**src/rtl/fetch_unit.sv**
```systemverilog
// fetch_unit: program counter plus single-outstanding instruction fetch.
// Issues one read at a time over a valid/ready handshake, presents each
// returned word with its PC to decode, and squashes in-flight work on redirect.
// Optional build macro FETCH_PERF_EN adds fetch/wait performance counters.
module fetch_unit #(
    parameter int unsigned                ADDR_WIDTH  = 32,
    parameter int unsigned                INSTR_WIDTH = 32,
    parameter logic [ADDR_WIDTH-1:0]      PC_STEP     = 1,
    parameter logic [ADDR_WIDTH-1:0]      RESET_PC    = '0
) (
    input  logic                   clk,
    input  logic                   rst,
    input  logic                   redirect_valid,
    input  logic [ADDR_WIDTH-1:0]  redirect_pc,
    output logic                   mem_req_valid,
    output logic [ADDR_WIDTH-1:0]  mem_req_addr,
    input  logic                   mem_req_ready,
    input  logic                   mem_rsp_valid,
    input  logic [INSTR_WIDTH-1:0] mem_rsp_data,
    output logic                   instr_valid,
    output logic [INSTR_WIDTH-1:0] instr_data,
    output logic [ADDR_WIDTH-1:0]  instr_pc,
    input  logic                   instr_ready,
    output logic [ADDR_WIDTH-1:0]  pc_value
`ifdef FETCH_PERF_EN
    ,
    output logic [31:0]            perf_fetch_count,
    output logic [31:0]            perf_wait_cycles
`endif
);

    typedef enum logic [1:0] {
        ST_REQ  = 2'd0,
        ST_WAIT = 2'd1,
        ST_HOLD = 2'd2
    } state_e;

    state_e                 state_q, state_d;
    logic [ADDR_WIDTH-1:0]  pc_q, pc_d;
    logic [ADDR_WIDTH-1:0]  req_pc_q, req_pc_d;
    logic                   discard_q, discard_d;
    logic [INSTR_WIDTH-1:0] instr_data_q, instr_data_d;
    logic [ADDR_WIDTH-1:0]  instr_pc_q, instr_pc_d;

    // State register; reset is asynchronous so outputs drop the moment rst falls.
    always_ff @(posedge clk or negedge rst) begin
        if (!rst) begin
            state_q      <= ST_REQ;
            pc_q         <= RESET_PC;
            req_pc_q     <= '0;
            discard_q    <= 1'b0;
            instr_data_q <= '0;
            instr_pc_q   <= '0;
        end else begin
            state_q      <= state_d;
            pc_q         <= pc_d;
            req_pc_q     <= req_pc_d;
            discard_q    <= discard_d;
            instr_data_q <= instr_data_d;
            instr_pc_q   <= instr_pc_d;
        end
    end

    // Next-state logic: request, wait for data, hold until decode takes it.
    always_comb begin
        state_d      = state_q;
        pc_d         = pc_q;
        req_pc_d     = req_pc_q;
        discard_d    = discard_q;
        instr_data_d = instr_data_q;
        instr_pc_d   = instr_pc_q;

        case (state_q)
            ST_REQ: begin
                if (mem_req_ready) begin
                    req_pc_d = pc_q;
                    pc_d     = pc_q + PC_STEP;
                    state_d  = ST_WAIT;
                    // Request already went out, so its answer must be thrown away.
                    if (redirect_valid) discard_d = 1'b1;
                end
            end
            ST_WAIT: begin
                if (mem_rsp_valid) begin
                    if (discard_q || redirect_valid) begin
                        discard_d = 1'b0;
                        state_d   = ST_REQ;
                    end else begin
                        instr_data_d = mem_rsp_data;
                        instr_pc_d   = req_pc_q;
                        state_d      = ST_HOLD;
                    end
                end else if (redirect_valid) begin
                    discard_d = 1'b1;
                end
            end
            ST_HOLD: begin
                // A redirect kills the held word; if decode took it this cycle it still counts.
                if (instr_ready || redirect_valid) state_d = ST_REQ;
            end
            default: state_d = ST_REQ;
        endcase

        // Redirect beats the normal increment in every state.
        if (redirect_valid) pc_d = redirect_pc;
    end

    assign mem_req_valid = rst && (state_q == ST_REQ);
    assign mem_req_addr  = pc_q;
    assign instr_valid   = (state_q == ST_HOLD);
    assign instr_data    = instr_data_q;
    assign instr_pc      = instr_pc_q;
    assign pc_value      = pc_q;

`ifdef FETCH_PERF_EN
    logic [31:0] fetch_cnt_q, wait_cnt_q;

    // Free-running wrap-around counters for delivered words and WAIT residency.
    always_ff @(posedge clk or negedge rst) begin
        if (!rst) begin
            fetch_cnt_q <= '0;
            wait_cnt_q  <= '0;
        end else begin
            if (instr_valid && instr_ready) fetch_cnt_q <= fetch_cnt_q + 32'd1;
            if (state_q == ST_WAIT)         wait_cnt_q  <= wait_cnt_q + 32'd1;
        end
    end

    assign perf_fetch_count = fetch_cnt_q;
    assign perf_wait_cycles = wait_cnt_q;
`endif

endmodule

```
**config.mk**
```make
export PLATFORM = sky130hd
export DESIGN_NAME = fetch_unit
export DESIGN_NICKNAME = d
export VERILOG_FILES = /design/src/rtl/fetch_unit.sv
export SDC_FILE = /design/constraint.sdc
export NUM_CORES = 1
export LEC_CHECK = 0
export CORE_ASPECT_RATIO = 0.75
export CORE_MARGIN = 4
export CORE_UTILIZATION = 46
export CTS_CLUSTER_DIAMETER = 150
export CTS_CLUSTER_SIZE = 20
export DETAILED_ROUTE_END_ITERATION = 10
export PLACE_DENSITY = 0.88
export SETUP_SLACK_MARGIN = 0.02
export SLEW_MARGIN = 20
export SYNTH_ARGS = -nofsm -noshare
export SYNTH_HDL_FRONTEND = slang
export SYNTH_SLANG_ARGS = --single-unit
```
**constraint.sdc**
```tcl
create_clock -name clk -period 2.3 [get_ports clk]
set_input_delay 0.345 -clock clk [delete_from_list [all_inputs] [get_ports clk]]
set_output_delay 0.345 -clock clk [all_outputs]
set_load 0.05 [all_outputs]
```
* Word-level counts from Yosys, hierarchy flattened
Cells that the tools add are included.
Cells by class: $add $sub $neg 1, equal/unequal tests 6, muxes and demuxes 13, bitwise logic cells 1, reductions and logical operators 12
Operators by type and width (count):
- $mux 32 | 3
- $add 32x1->32 const B | 1
- $reduce_and 3->1 | 3
- $mux 2 | 4
- $pmux 2 s3 | 1
- $reduce_bool 2->1 | 3
- $mux 1 | 4
- $ne 2x2->1 const B | 2
- $reduce_and 2->1 | 2
- $ne 3x3->1 const B | 1
- $eq 2x1->1 const B | 1
- $eq 2x2->1 const B | 1
- $logic_not 2->1 | 1
- $logic_or 1x1->1 | 2
- $ne 2x1->1 const B | 1
- $pmux 1 s2 | 1
- $logic_and 1x1->1 | 1
- $not 1->1 | 1
Storage, ports and cells: bits in registers 131

* Logic depth before layout (Yosys ltp)
Gate-level depths: netlist (run 1).
word-level depth 4, depth in mapped cells 7

* Worst setup path before layout (run 1)
No wires, ideal clock.
kind register -> register, start register pc_q[14], in the netlist mem_req_addr[14], end register pc_q[27], in the netlist mem_req_addr[27], period minus slack after synthesis 2.392 ns, data required time 2.218 ns, cell stages (with the launch flop) 7, arrival time 2.310 ns, path slack -0.092 ns, cells stage by stage dfrtp_1 -> nand4_1 -> or4_1 -> buf_2 -> buf_6 -> or4_1 -> a31oi_1
On the way: cells in the longest elaborated chain, start to end 4
RTL lines:
- start, declared | RTL line 39 | logic [ADDR_WIDTH-1:0] pc_q, pc_d;
- start signal, assigned | RTL line 56 | pc_q <= pc_d;
- $add 32x1->32 | RTL line 77 | pc_d = pc_q + PC_STEP;
- $mux 32 | RTL line 75 | if (mem_req_ready) begin
- $mux 32 | RTL line 73 | case (state_q)
- $mux 32 | RTL line 105 | if (redirect_valid) pc_d = redirect_pc;
Every way passes these cells. The select of a mux whose other input is x is not followed. A chain may end at the register's enable or synchronous reset.

* Worst setup path in the final report (run 1)
start register pc_q[14], in the netlist mem_req_addr[14], end register pc_q[31], in the netlist mem_req_addr[31]
Same word-level chain as after synthesis.

==> qor_table.md, run 1 <==
| Item | Reported |
|:---|:---|
| Post-route ant nets | 0 |
| Static Leakage | 3.659 nW |
| Floorplan die area | 0.01447 sq mm |
| CTS tree | done |
| Maximum root-to-sink buffer count | 2 |
| RSZ-0062 raised after global routing | false |
| Placed cell area | 0.007893 sq mm |
| Violation count after the first detailed-routing iteration | 296 |
| Number of buffers created by CTS | 17 |
| Sequential-to-total area share from yosys stat | 56.60% |
| ANT cells | 0 |
| Final setup viols | 0 |
| Ports placed on the boundary | 200 |
| Overall overflow remaining after global route | 0 |
| Via-per-instance ratio | 5.379 |
| Clock Sinks | 131 |
| Register-to-Register Path Depth | 5 |
| Highest-utilization routing layer at the global route stage | met2 |
| Via count of the first global-routing pass | 5097 |
| Clock Root Buffer | clkbuf_16 |
| Worst slew margin | 43.40% |
| Mean Syn Cell Area | 10.89 sq um |
| Routed wirelength normalized by instance count | 17.69 microns |
| Worst Setup End Kind | flip-flop |
| Number of distinct library cells after synthesis | 38 |
| NumNets Final | 789 |
| Clock slew at reported path FFs | 60 ps |
| Class of the most critical setup path | reg -> reg |
| Number of enable flip-flop cells after synthesis | 0 |
| Post-route cell area | 0.008476 sq mm |
| Critical register-to-register path endpoint | mem_req_addr[31] |
| Met1 Use GR | 27.99% |
| Final-layout setup total negative slack | 0 ps |
| Nature of the critical path startpoint | flip-flop |
| Maximum number of pins on one net before global-route repair | 69 |
| Number of antenna violations at the first check in global routing | 0 |
| Max-Cap Viols | 0 |
| Placer congestion estimate | 0.8254 |
| Actual slew at the worst max-slew pin | 849.0 ps |
| Worst Path Max Fanout | 26 |
| Share of the clock period used by the worst path after layout | 93.76% |
| Total of buffers placed on input and output ports | 199 |
| PD cells | 1302 mW/mm^2 |
| Top flip-flop cell by instance count after synthesis | dfrtp_1 |
| Utilization after layout | 68.88% |
| Worst min-delay path category | in -> async |
| Effective utilization at floorplan | 47.07% |
| DRC viols | 0 |
| Final critical path time including I/O delays and setup | 2156 ps |
| Chip width | 137.6 microns |
| Share of flip-flops with an asynchronous set or reset after synthesis | 100.0% |
| First-pass GRT wire length | 25.89 mm |
| Via count | 4825 |
| Slack of the worst reg-to-reg path | 140 ps |
| Fill count | 881 |
| Number of failing hold endpoints at the final stage | 0 |
| Clock network latency to the later pin of the worst-skew pair | 410 ps |
| Layout cell share with drive strength beyond 1 | 19.15% |
| CP Data Arrival Time | 2470 ps |
| GR Util met2 | 37.88% |
| Final Max Tran Viols | 0 |
| Area delta synth->final | 46.34% |
| Worst-case setup margin in the final layout | 143.5 ps |
| Number of placement rows | 35 |
| Data required time of the critical path | 2620 ps |
| Overall Global Routing Usage | 22.83% |
| Met3 global-route usage | 8.037% |
| Core Footprint | 0.01231 sq mm |
| Number of non-filler instances in the completed layout | 897 |
| Number of iterations in the first detailed-routing pass | 5 |
| Worst reg2reg startpoint | mem_req_addr[14] |
| Detailed-placement wirelength estimate | 11.48 mm |
| Aggregate routed wire length | 15.87 mm |
| Cell Count Post-Placement | 862 |
| Maximum operating frequency | 463.7 MHz |
| Total number of yosys warnings | 0 |
| Htree depth | 4 |
| Worst slack at placement | 10.40 ps |
| Synthesized cell area | 0.005792 sq mm |
| Worst-case vdd ir drop | 0.8707 mV |
| Worst clock skew on the final layout | 8.645 ps |
| Post-synthesis cell count | 532 |
| Y dimension of the die | 105.2 microns |
| Post-Synthesis Net Count | 603 |
| Synthesis-stage register bit count | 131 |
| Run status | finished clean |
[worst max-delay path by stage]
| stage | start | end | depth (start not counted) |
|---|---|---|---|
| final | mem_req_addr[14] | mem_req_addr[31] | 5 |
| after global routing | mem_req_addr[14] | mem_req_addr[29] | 5 |
| after CTS | mem_req_addr[14] | mem_req_addr[31] | 5 |
| after detailed placement | mem_req_ready | mem_req_addr[28] | 6 |
| after global placement | mem_req_ready | mem_req_addr[28] | 6 |
| after floorplan | mem_req_addr[7] | mem_req_addr[27] | 6 |
[state kept, by name (all words and copies together) (netlist names)]
register      cells
instr_pc         32
mem_req_addr     32
instr_data       32
req_pc_q         32
discard_q         1
state_q           2
[where the power goes]
group	switching (mW)	leakage, nW	internal (mW)	total (mW)
combinational	3.17	1.80	1.76	4.93
clock	1.05	0.282	1.50	2.55
sequential	0.484	1.58	3.07	3.55
[placed cells by master, fill, tap and decap left out, drive strengths merged, types with 12 or more instances in the layout]
| cell | synthesis | final |
|---|---|---|
| nor2 | 23 | 23 |
| nand3 | 19 | 19 |
| inv | 8 | 12 |
| clkbuf | 24 | 18 |
| dfrtp | 131 | 131 |
| buf | 35 | 28 |
| or4 | 15 | 15 |
| mux2 | 64 | 64 |
| o21ai | 20 | 20 |
| clkdlybuf4s50 | 0 | 196 |
| a31oi | 18 | 18 |
| nand2 | 112 | 112 |
| o31ai | 13 | 13 |
[metal layers]
layer,up-vias,wire length [microns]
met2,227,7920
met1,2381,6233
met3,21,1482
met4,0,230
met5,-,0
li1,2196,-
[cell usage after synthesis, types with 7 or more instances]
cell type / instances / area share, %
clkbuf_1: 24 / 1.6
o21ai_0: 16 / 1.4
buf_4: 32 / 4.1
nor2_1: 23 / 1.5
dfrtp_1: 131 / 57
inv_1: 7 / 0.45
mux2_2: 64 / 12
nand2_1: 112 / 7.3
or4_1: 15 / 1.9
nand4_1: 9 / 0.97
a31oi_1: 18 / 1.9
nand3_1: 19 / 1.6
o31ai_1: 13 / 1.7
[cells by family after synthesis]
kind of cell             count (synthesis)  share of synthesized area [%]
buffers and inverters                   67                          6.567
AO/OA/AOI/OAI                           59                          6.502
XOR/XNOR                                10                          1.512
multiplexers                            66                          12.79
AND/OR/NAND/NOR                        198                          15.81
adder cells (fa/ha/maj)                  1                         0.2160
flip-flops                             131                          56.60
[repair_timing]
item / in CTS / in global routing
endpoints found under the setup margin: 1 / 1
setup buffers: 0 / 2
hold endpoints to repair: 2 / 0
resized for setup: 1 / 0
hold buffers: 1 / 0
[cell type report]
class                      count  area [sq um]  share of cell area (%)
tap                          166         207.7                   2.451
clock buffer                  18         429.2                   5.063
multi-input combinational    334          2158                   25.47
sequential                   131          3292                   38.84
clock inverter                14         130.1                   1.535
inverter                       8         30.03                  0.3543
timing repair buffer         226          2228                   26.29
[critical path: stages, from the launching register on]
cell	delay (ps)
dfrtp_2	420
nand4_1	160
or4_1	550
buf_4	230
or4_1	520
a31oi_1	190
[stage by stage]
| step | power, mW | hold WS, ps |
|---|---|---|
| after global routing | 11.54 | 271.4 |
| after CTS | 11.13 | 281.2 |
| after floorplan | 6.723 | 49.41 |
| after detailed placement | 8.545 | 151.3 |
| after global placement | 8.402 | 150.1 |
| final | 11.04 | 284.9 |
Power figures use the tool's default switching activity.
==> inputs of run 2 (changes only) <==
--- a/config.mk
+++ b/config.mk
@@ -7,11 +7,11 @@
 export LEC_CHECK = 0
 export CORE_ASPECT_RATIO = 0.75
 export CORE_MARGIN = 4
-export CORE_UTILIZATION = 46
+export CORE_UTILIZATION = 35
 export CTS_CLUSTER_DIAMETER = 150
 export CTS_CLUSTER_SIZE = 20
 export DETAILED_ROUTE_END_ITERATION = 10
-export PLACE_DENSITY = 0.88
+export PLACE_DENSITY = 0.71
 export SETUP_SLACK_MARGIN = 0.02
 export SLEW_MARGIN = 20
 export SYNTH_ARGS = -nofsm -noshare
==> run 2 against run 1 <==
  * Hold slack got worse by 230 ps
  * Largest power group unchanged
  * Flip-flop and latch count did not move
  * Die area rose by 29%
  * Sequential share of layout area fell by 0.50 points
  * Non-clock buffer count fell by 2
  * Critical endpoint is now mem_req_addr[2]
  * Clock power rose by 12%
==> qor_table.md, run 2 (same netlist as run 1, synthesis figures left out) <==
| Item | Reported |
|:---|:---|
| Htree depth | 4 |
| Family with the most delay on the worst path | buffers and inverters |
| Worst slack at placement | -26.45 ps |
| Run status | finished clean |
| ANT cells | 0 |
| Maximum operating frequency | 464.9 MHz |
| Clock network latency to the later pin of the worst-skew pair | 420 ps |
| Number of iterations in the first detailed-routing pass | 5 |
| Maximum root-to-sink buffer count | 2 |
| Cell internal pwr | 6.724 mW |
| Area taken by flip-flops and latches | 0.003292 sq mm |
| Area delta synth->final | 48.26% |
| Net switching power | 4.604 mW |
| Placed cell area | 0.007956 sq mm |
| Total of buffers placed on input and output ports | 199 |
| Actual slew at the worst max-slew pin | 692.4 ps |
| Total power of the final layout | 11.33 mW |
| Aggregate routed wire length | 16.30 mm |
| Hold-fix buffer count after cts | 0 |
| Final setup viols | 0 |
| Clock network fraction of total power | 25.3% |
| Worst Setup End Kind | output pin |
| Clock Root Buffer | clkbuf_16 |
| Hold slack | 55.72 ps |
| Overall Global Routing Usage | 17.69% |
| PD cells | 1319 mW/mm^2 |
| DRC viols | 0 |
| Share of the clock period used by the worst path after layout | 93.51% |
| CP peak stage delay | 870 ps |
| Static Leakage | 3.665 nW |
| Via-per-instance ratio | 5.176 |
| Area of combinational cells with multiple inputs | 0.002158 sq mm |
| Logic gate share of total power | 43.3% |
| Via count of the first global-routing pass | 4854 |
| First-pass GRT wire length | 25.76 mm |
| Class of the most critical setup path | reg -> out |
| Switching share of power | 40.64% |
| CTS tree | done |
| Via count | 4855 |
| Final critical path time including I/O delays and setup | 2151 ps |
| CP Data Arrival Time | 1810 ps |
| Leading cell type in the layout, fill and taps excluded | clkdlybuf4s50_1 |
| Detailed-placement wirelength estimate | 11.81 mm |
| Layout cell share with drive strength beyond 1 | 18.96% |
| Worst path slowest cell | clkdlybuf4s50_1 |
| Clock Sinks | 131 |
| Worst min-delay path category | in -> async |
| Nature of the critical path startpoint | flip-flop |
| Worst-case vdd ir drop | 0.5784 mV |
| Max-Cap Viols | 0 |
| Floorplan die area | 0.01869 sq mm |
| Routed wirelength normalized by instance count | 17.37 microns |
| Worst slew margin | 53.84% |
| Clock slew at reported path FFs | 50 ps |
| Number of buffers created by CTS | 17 |
| Overall overflow remaining after global route | 0 |
| Post-route ant nets | 0 |
| Number of antenna violations at the first check in global routing | 0 |
| Leading cell types in the layout, fill and taps excluded | clkdlybuf4s50_1 (196), dfrtp_1 (120), nand2_1 (112) |
| Number of placement rows | 40 |
| Worst Path Max Fanout | 8 |
| Y dimension of the die | 119.4 microns |
| Effective utilization at floorplan | 35.94% |
| Fill count | 1364 |
| Core Footprint | 0.01612 sq mm |
| Placer congestion estimate | 0.8929 |
| Number of buffers and inverters on the critical path | 1 |
| Number of failing hold endpoints at the final stage | 0 |
| Ports placed on the boundary | 200 |
| Final Max Tran Viols | 0 |
| Share of power burned in registers | 31.4% |
| Worst clock skew on the final layout | 5.577 ps |
| Worst-case setup margin in the final layout | 149.2 ps |
| Chip width | 156.5 microns |
| Violation count after the first detailed-routing iteration | 336 |
| Data required time of the critical path | 1960 ps |
| RSZ-0062 raised after global routing | false |
| Post-route cell area | 0.008587 sq mm |
| NumNets Final | 787 |
| CP cell instances | clkdlybuf4s50_1 |
| Maximum number of pins on one net before global-route repair | 132 |
-- run 2: through the flow --
step | TNS [ps] | std cells | utilization (%)
after global routing | 0 | 938 | 53.28
after global placement | 0 | 907 | 49.37
final | 0 | 938 | 53.28
after floorplan | 0 | 532 | -
after detailed placement | -26.45 | 907 | 49.37
after CTS | 0 | 938 | 53.26
-- run 2: path summary, 6_finish.rpt --
| kind | startpoint | end | slack, ps | cells after the start |
|---|---|---|---|---|
| setup / recovery | mem_req_addr[2] | mem_req_addr[2] | 150 | 1 |
| hold reg to reg | req_pc_q[3] | req_pc_q[3] | 470 | 2 |
| setup reg to reg | mem_req_addr[17] | mem_req_addr[25] | 160 | 5 |
| min in group clk | req_pc_q[3] | req_pc_q[3] | 470 | 2 |
| max in group asynchronous | rst | mem_req_addr[1] | 1690 | 2 |
| hold / removal | rst | mem_req_addr[24] | 60 | 2 |
-- run 2: what timing repair did --
item,CTS,global route
setup buffers,0,0
gates resized for setup,0,1
hold endpoints to repair,0,0
endpoints found under the setup margin,0,1
-- run 2: cell type report --
type,instances,area share (%)
timing repair buffer,224,25.82
inverter,8,0.3497
clock buffer,22,5.522
tap,210,3.060
multi-input combinational,334,25.13
clock inverter,9,1.778
sequential,131,38.34
-- run 2: metal layers --
layer / vias to the layer above / global-route usage (%) / wire length [microns] / share of wire [%]
met5: - / 0 / 0 / 0
met4: 0 / 6.070 / 263 / 1.6
met3: 23 / 5.485 / 1440 / 8.8
met2: 236 / 27.84 / 7750 / 48
met1: 2400 / 23.15 / 6843 / 42
li1: 2196 / - / - / -
-- run 2: power groups by stage --
stage                     Sequential [mW]  Combinational, mW  Clock (mW)
final                                3.56               4.91        2.86
after global routing                 3.65               5.13        3.04
after CTS                            3.56               4.97        2.93
after detailed placement             3.59               4.95           0
after global placement               3.55               4.91           0
after floorplan                      5.63               1.09           0
==> inputs of run 3 (changes only) <==
--- a/config.mk
+++ b/config.mk
@@ -8,10 +8,11 @@
 export CORE_ASPECT_RATIO = 0.75
 export CORE_MARGIN = 4
 export CORE_UTILIZATION = 35
-export CTS_CLUSTER_DIAMETER = 150
+export CTS_CLUSTER_DIAMETER = 50
 export CTS_CLUSTER_SIZE = 20
 export DETAILED_ROUTE_END_ITERATION = 10
 export PLACE_DENSITY = 0.71
+export REMOVE_ABC_BUFFERS = 1
 export SETUP_SLACK_MARGIN = 0.02
 export SLEW_MARGIN = 20
 export SYNTH_ARGS = -nofsm -noshare
==> run 3 against run 2 <==
  * Via count down 3.7%
  * Wire length down 1.6%
  * Clock skew up 1.1 ps
  * Core utilization up 0.24 points
==> qor_table.md, run 3 (same netlist as run 1, synthesis figures left out) <==
| Item | Reported |
|:---|:---|
| Clock network latency to the later pin of the worst-skew pair | 410 ps |
| Violation count after the first detailed-routing iteration | 400 |
| Routed wirelength normalized by instance count | 16.99 microns |
| Slack of the worst reg-to-reg path | 200 ps |
| Floorplan die area | 0.01869 sq mm |
| Placer congestion estimate | 0.8209 |
| DRC viols | 0 |
| Critical register-to-register path endpoint | mem_req_addr[31] |
| ANT cells | 0 |
| Family with the most delay on the worst path | buffers and inverters |
| Overall Global Routing Usage | 17.45% |
| CP peak stage delay | 880 ps |
| Number of buffers created by CTS | 17 |
| Clock Root Buffer | clkbuf_16 |
| Maximum root-to-sink buffer count | 2 |
| Class of the most critical setup path | reg -> out |
| Worst clock skew on the final layout | 6.698 ps |
| Cell Count Post-Placement | 911 |
| Utilization after layout | 53.52% |
| CP Data Arrival Time | 1850 ps |
| Total of buffers placed on input and output ports | 199 |
| Clock network fraction of total power | 25.4% |
| Total power of the final layout | 11.33 mW |
| PD cells | 1313 mW/mm^2 |
| Post-route ant nets | 0 |
| Worst Path Max Fanout | 9 |
| Static Leakage | 3.704 nW |
| Nature of the critical path startpoint | flip-flop |
| Final setup viols | 0 |
| Aggregate routed wire length | 16.04 mm |
| Number of failing hold endpoints at the final stage | 0 |
| Maximum operating frequency | 455.7 MHz |
| Y dimension of the die | 119.4 microns |
| Number of placement rows | 40 |
| Net switching power | 4.617 mW |
| Run status | finished clean |
| Register-to-Register Path Depth | 4 |
| Via-per-instance ratio | 4.954 |
| Core Footprint | 0.01612 sq mm |
| Number of iterations in the first detailed-routing pass | 5 |
| Number of buffers and inverters on the critical path | 1 |
| Number of non-filler instances in the completed layout | 944 |
| CP cell instances | clkdlybuf4s50_1 |
| Clock Sinks | 131 |
| Share of the clock period used by the worst path after layout | 95.40% |
| Actual slew at the worst max-slew pin | 927.2 ps |
| Maximum number of pins on one net before global-route repair | 76 |
| Overall overflow remaining after global route | 0 |
| Detailed-placement wirelength estimate | 11.44 mm |
| Logic gate share of total power | 43.7% |
| Htree depth | 4 |
| Effective utilization at floorplan | 35.94% |
| Max-Cap Viols | 0 |
| NumNets Final | 792 |
| Chip width | 156.5 microns |
| Clock slew at reported path FFs | 60 ps |
| Leading cell types in the layout, fill and taps excluded | clkdlybuf4s50_1 (196), dfrtp_1 (130), nand2_1 (112) |
| Worst Setup End Kind | output pin |
| First-pass GRT wire length | 25.72 mm |
| RSZ-0062 raised after global routing | false |
| Worst path slowest cell | clkdlybuf4s50_1 |
| Number of antenna violations at the first check in global routing | 0 |
| Worst-case vdd ir drop | 0.7996 mV |
| Via count of the first global-routing pass | 4920 |
| Switching share of power | 40.75% |
| Worst slew margin | 38.18% |
| Layout cell share with drive strength beyond 1 | 18.39% |
| Data required time of the critical path | 1960 ps |
| Worst reg2reg startpoint | mem_req_addr[2] |
| CTS tree | done |
| Area delta synth->final | 48.93% |
| Via count | 4677 |
| Final critical path time including I/O delays and setup | 2194 ps |
| Ports placed on the boundary | 200 |
| Post-CTS Setup Inserts | 0 |
| Cell internal pwr | 6.713 mW |
| Share of power burned in registers | 30.9% |
| Worst min-delay path category | in -> async |
| Final Max Tran Viols | 0 |
| Leading cell type in the layout, fill and taps excluded | clkdlybuf4s50_1 |
[run 3: cell types whose count changed in the layout (fill, tap and decap cells not counted)]
cell           previous run  this run
buf_6                     2         1
or3b_2                    0         1
inv_6                     0         1
dlygate4sd2_1             0         1
dfrtp_2                  11         1
dlygate4sd3_1             0         1
clkinv_4                  0         2
or3b_1                    1         0
buf_4                    23        27
nand3_2                   0         1
dfrtp_1                 120       130
clkbuf_1                  2         1
clkbuf_8                  3         2
nand3_1                  18        17
[run 3: power groups by stage]
stage                     Sequential (mW)  Combinational (mW)  Clock, mW
after floorplan                      5.82               0.806          0
after global placement               3.50                4.94          0
after detailed placement             3.55                4.98          0
after CTS                            3.51                5.00       2.95
after global routing                 3.60                5.17       3.06
final                                3.50                4.95       2.88
[run 3: final cells by class]
cell class / count / area (sq um)
Fill cell: 1402 / 7490
Sequential cell: 131 / 3279
Timing Repair Buffer: 229 / 2255
Multi-Input combinational cell: 334 / 2163
Clock buffer: 20 / 456.7
Tap cell: 210 / 262.8
Clock inverter: 12 / 178.9
Inverter: 8 / 30.03
[run 3: metrics by stage]
step	instance area (sq um)	hold slack, ps	setup TNS [ps]	setup slack [ps]
final	8626	313.1	0	105.7
after CTS	8620	299.0	0	74.40
after floorplan	5441	49.41	-89900	-1201
after global placement	7975	169.8	0	51.16
after global routing	8626	308.5	0	22.27
after detailed placement	7975	172.2	0	3.450
[run 3: layer usage]
layer	track usage (%)	vias to the layer above	part of all wire [%]
met2	26.63	211	45
met4	4.770	0	0.82
li1	-	2203	-
met3	5.449	15	8.6
met5	0	-	0
met1	24.06	2248	45
[run 3: timing repair]
item	CTS	global route
pin swaps	0	0
endpoints found under the hold margin	10	0
gates resized for setup	1	2
hold buffers	1	0
endpoints found under the setup margin	1	3
[run 3: worst max-delay path by stage]
stage | from | to | slack (ps) | depth (start not counted)
floorplan | redirect_valid | instr_data[0] | -1200 | 3
global route | mem_req_addr[2] | mem_req_addr[31] | 20 | 4
finish | mem_req_addr[23] | mem_req_addr[23] | 110 | 1
detailed placement | mem_req_ready | mem_req_addr[28] | 3 | 6
CTS | mem_req_addr[23] | mem_req_addr[23] | 70 | 1
global placement | mem_req_ready | mem_req_addr[28] | 50 | 6
